==> src/rtl/hazard_ctrl.sv <==
// Pipeline hazard controller: load-use stalls and taken-branch squashes for the
// 5-stage core, with multi-cycle penalties and saturating performance counters.
module hazard_ctrl #(
   parameter int unsigned FLUSH_CYCLES      = 1,
   parameter int unsigned LOAD_STALL_CYCLES = 1,
   parameter int unsigned CNT_W             = 32
) (
   input  logic             clk,
   input  logic             reset,
   input  logic             idex_memread,
   input  logic [4:0]       idex_rd,
   input  logic [4:0]       ifid_rs1,
   input  logic [4:0]       ifid_rs2,
   input  logic             ifid_use_rs1,
   input  logic             ifid_use_rs2,
   input  logic             ex_branch_taken,
   input  logic             perf_clear,
   output logic             pc_write,
   output logic             ifid_write,
   output logic             ifid_flush,
   output logic             idex_flush,
   output logic             idex_bubble,
   output logic [CNT_W-1:0] stall_cycles,
   output logic [CNT_W-1:0] flush_events,
   output logic             busy
);

   localparam int unsigned CW = 3;
   localparam logic [CW-1:0] FLUSH_LOAD = CW'(FLUSH_CYCLES - 1);
   localparam logic [CW-1:0] STALL_LOAD = CW'(LOAD_STALL_CYCLES - 1);

   typedef enum logic [1:0] {
      RUN     = 2'd0,
      LDSTALL = 2'd1,
      FLUSH   = 2'd2
   } state_t;

   state_t        state, state_nxt;
   logic [CW-1:0] cnt, cnt_nxt;
   logic          lu_c;
   logic          flush_evt_c;

   assign lu_c = idex_memread & (idex_rd != 5'd0) &
                 ((ifid_use_rs1 & (idex_rd == ifid_rs1)) |
                  (ifid_use_rs2 & (idex_rd == ifid_rs2)));

   // State register
   always_ff @(posedge clk) begin
      if (reset) begin
         state <= RUN;
         cnt   <= '0;
      end else begin
         state <= state_nxt;
         cnt   <= cnt_nxt;
      end
   end

   // Mealy control: reset > branch > state action > load-use
   always_comb begin
      state_nxt   = state;
      cnt_nxt     = cnt;
      pc_write    = 1'b1;
      ifid_write  = 1'b1;
      ifid_flush  = 1'b0;
      idex_flush  = 1'b0;
      idex_bubble = 1'b0;
      flush_evt_c = 1'b0;
      if (reset) begin
         pc_write   = 1'b0;
         ifid_write = 1'b0;
         ifid_flush = 1'b1;
         idex_flush = 1'b1;
         state_nxt  = RUN;
         cnt_nxt    = '0;
      end else if (ex_branch_taken) begin
         ifid_flush  = 1'b1;
         idex_flush  = 1'b1;
         flush_evt_c = 1'b1;
         if (FLUSH_CYCLES > 1) begin
            state_nxt = FLUSH;
            cnt_nxt   = FLUSH_LOAD;
         end else begin
            state_nxt = RUN;
            cnt_nxt   = '0;
         end
      end else begin
         case (state)
            LDSTALL: begin
               pc_write    = 1'b0;
               ifid_write  = 1'b0;
               idex_bubble = 1'b1;
               cnt_nxt     = cnt - CW'(1);
               if (cnt == CW'(1)) state_nxt = RUN;
            end
            FLUSH: begin
               ifid_flush = 1'b1;
               idex_flush = 1'b1;
               cnt_nxt    = cnt - CW'(1);
               if (cnt == CW'(1)) state_nxt = RUN;
            end
            default: begin
               if (lu_c) begin
                  pc_write    = 1'b0;
                  ifid_write  = 1'b0;
                  idex_bubble = 1'b1;
                  if (LOAD_STALL_CYCLES > 1) begin
                     state_nxt = LDSTALL;
                     cnt_nxt   = STALL_LOAD;
                  end
               end
            end
         endcase
      end
   end

   // Saturating performance counters; clear wins over increment
   always_ff @(posedge clk) begin
      if (reset || perf_clear) begin
         stall_cycles <= '0;
         flush_events <= '0;
      end else begin
         if (idex_bubble && (stall_cycles != {CNT_W{1'b1}}))
            stall_cycles <= stall_cycles + CNT_W'(1);
         if (flush_evt_c && (flush_events != {CNT_W{1'b1}}))
            flush_events <= flush_events + CNT_W'(1);
      end
   end

   assign busy = (state != RUN);

endmodule

==> config.mk <==
export PLATFORM = sky130hd
export DESIGN_NAME = hazard_ctrl
export DESIGN_NICKNAME = d
export VERILOG_FILES = /design/src/rtl/hazard_ctrl.sv
export SDC_FILE = /design/constraint.sdc
export NUM_CORES = 1
export LEC_CHECK = 0
export ABC_AREA = 1
export BUFFER_PORTS_ARGS = -buffer_cell sky130_fd_sc_hd__clkbuf_2
export CORE_UTILIZATION = 55
export CTS_BUF_LIST = sky130_fd_sc_hd__clkbuf_16
export DETAILED_ROUTE_END_ITERATION = 10
export PLACE_DENSITY = 0.8
export REMOVE_ABC_BUFFERS = 1
export SYNTH_ARGS = -nofsm -noshare
export SYNTH_HDL_FRONTEND = slang
export SYNTH_SLANG_ARGS = --single-unit
==> constraint.sdc <==
create_clock -name clk -period 2.4 [get_ports clk]
set_input_delay 0.48 -clock clk [delete_from_list [all_inputs] [get_ports clk]]
set_output_delay 0.48 -clock clk [all_outputs]
set_load 0.005 [all_outputs]
==> results.py <==
metrics = {
    "placed_design": {
        "portBuffers": 90,
        "gp_congestion": 0.999,
        "hpwl_mm": 9.01,
    },
    "hold_path": {
        "holdCritStartpoint": "flush_events[31]",
        "min_path_type": "flop to flop",
    },
    "die": {
        "coreArea_um2": 7410,
        "io_pins": 92,
        "die_area_um2": 8220,
        "initial_core_util_pct": 58.4,
        "std_cell_rows": 31,
        "die_x_um": 90.7,
        "fp.dieH_um": 90.7,
    },
    "route": {
        "avgViaCountPerCell": 5.30,
        "ant_nets": 0,
        "drt_iter0_drc": 294,
        "postRouteWirelength_mm": 12.1,
        "dr_total_vias": 4776,
        "drt-pass1-iter-count": 5,
        "drc_errors": 0,
        "avgRoutedWirePerCell_um": 13.4,
    },
    "power": {
        "p_per_area_nw_per_um2": 502,
        "total_leakage_power_nw": 2.04,
        "peakVddDrop_mv": 0.457,
    },
    "cells_and_area": {
        "fin_util_pct": 69.2,
        "nets": 821,
        "final_cell_mix": "nand2_1 (279), nor2_1 (102), clkbuf_2 (90)",
        "area_growth_pct": 18.5,
        "fillers": 717,
        "layout_commonest_cell": "nand2_1",
        "layout-drive-gt1-share_pct": 19.0,
        "diodes": 0,
    },
    "global_route": {
        "overflow": 0,
        "grt_pass1_wl_mm": 20.0,
        "track_usage_pct": 30.3,
        "grt_pass1_vias": 4227,
        "grt_antenna_before_repair": 0,
        "grt_start_max_net_pins": 36,
    },
    "timing": {
        "fmax_mhz": 474,
        "fin_worst_skew_ps": 6.57,
        "setup_viol": 0,
        "tns_ps": 0,
        "hold_viol": 0,
        "maxSlewViolCount": 0,
        "fin_crit_sh_pct": 87.9,
        "rsz0062_at_grt": "no",
        "period_minus_slack_ps": 2110,
    },
    "critical_path": {
        "crit_type": "flop to flop",
        "path_depth": 12,
        "regToRegSetupSlack_ps": 290,
        "r2r_cells": 12,
        "critical_path_buf_inv_count": 2,
        "worstReg2RegEnd": "flush_events[19]",
        "timing.rr.start": "flush_events[0]",
        "cp_slowest_cell": "dfxtp_1",
        "startpoint": "flush_events[0]",
        "slowest_delay_ps": 370,
        "startpoint_type": "flop",
        "crit_chain": "ha_1, inv_1, nor2_1, nand2_1, nor2_2, nand2_1, nand2_4, buf_4, nor2_1, nand3_1, nand2_1, nor2_1",
        "cp_top_family": "simple AND/OR/NAND/NOR gates",
        "cp.arrival_ps": 2370,
        "crit_path_end_kind": "flop",
        "cp_data_required_time_ps": 2660,
        "crit_end": "flush_events[19]",
        "cp_max_fo": 24,
    },
    "clock_network": {
        "cts_max_level": 3,
        "holdBufCountCts": 0,
        "cts.sinks": 64,
        "cts_tree": "yes",
        "clockBufferDepth": 2,
        "cts_setup_buffers": 0,
        "numCtsBuffers": 9,
        "clk_pin_slew_ps": 60,
        "cts_resized": 0,
        "clk_latency_ps": 320,
        "root_buffer": "clkbuf_16",
    },
    "synth": {
        "synthCells": 708,
        "synth_area_per_cell_um2": 6.11,
        "synth_cell_types": 33,
        "syn-cell-area_um2": 4320,
        "synth-seq-cells": 64,
        "ys_seq_area_share_pct": 29.6,
        "yosysWarnings": 0,
    },
    "status": {
        "status": "complete, no violations",
    },
    "run": {
        "max_cap_violations": 0,
    },
}
-- metrics by stage --
stage | setup WS [ps] | instance area (um^2) | hold WS, ps | total power, mW | cells
floorplan | 431 | 4190 | 487 | 1.15 | 690
global placement | 408 | 4810 | 481 | 1.20 | 885
detailed placement | 322 | 4810 | 490 | 1.20 | 885
CTS | 285 | 5120 | 498 | 2.58 | 901
global route | 0.403 | 5120 | 533 | 2.63 | 901
finish | 291 | 5120 | 494 | 2.57 | 901
-- how the worst min path moves through the flow --
stage / slack (ps) / endpoint / cells after the start
after CTS: 500 / flush_events[31] / 2
after global routing: 530 / flush_events[31] / 2
after global placement: 480 / flush_events[31] / 2
final: 490 / flush_events[31] / 2
after detailed placement: 490 / flush_events[31] / 2
after floorplan: 490 / flush_events[31] / 2
-- final cells by class --
type                       instances  area (um^2)  share of cell area [%]
sequential                        64         1280                    25.0
clock buffer                       9          225                    4.40
multi-input combinational        570         2700                    52.7
tap                               99          124                    2.42
inverter                          56          213                    4.15
clock inverter                     7         86.3                    1.68
timing repair buffer              96          495                    9.67
-- cells by family (layout without fill, tap and decap cells) --
| logic type | count (synthesis) | count (layout) | share of synthesized area [%] |
|---|---|---|---|
| XOR/XNOR | 31 | 31 | 6.28 |
| buffers and inverters | 74 | 168 | 7.96 |
| adder cells (fa/ha/maj) | 2 | 2 | 0.579 |
| flip-flops | 64 | 64 | 29.6 |
| other | 1 | 1 | 0.0867 |
| AND/OR/NAND/NOR | 475 | 475 | 47.4 |
| AO/OA/AOI/OAI | 61 | 61 | 8.04 |
-- cell usage after synthesis (all sizes together) --
library cell,n,area share [%]
nand2,292,26
nor2,109,10
dfxtp,64,30
inv,56,4.9
a21oi,52,6.9
nor3,27,3.4
xor2,26,5.3
nand3,19,2.7
buf,12,2.6
nand3b,12,2.1
nand4,11,1.9
o21ai,7,0.81
clkbuf,6,0.52
xnor2,5,1.0
nor3b,3,0.52
and3,2,0.29
ha,2,0.58
conb,1,0.087
o211ai,1,0.17
o21bai,1,0.17
-- routing by layer --
metal	track usage (%)	part of all wire, %
met5	0	0
met4	9.68	1.3
met3	6.23	7.8
met2	47.0	44
met1	41.9	47
-- sequential cells by signal (all words and copies together) (netlist names) --
| name | flops |
|---|---|
| flush_events | 32 |
| stall_cycles | 32 |
-- where the power goes --
group	internal (mW)	total, mW	switching [mW]
Clock	0.900	1.39	0.494
Sequential	1.06	1.06	0.00113
Combinational	0.0369	0.116	0.0786
-- worst reg2reg max path: stages (launching register included) --
cell and delay, ps:
dfxtp_1 370, ha_1 210, inv_1 90, nor2_1 200, nand2_1 130, nor2_2 150, nand2_1 120, nand2_4 240
buf_4 260, nor2_1 80, nand3_1 70, nand2_1 50, nor2_1 90
Power figures use the tool's default switching activity.
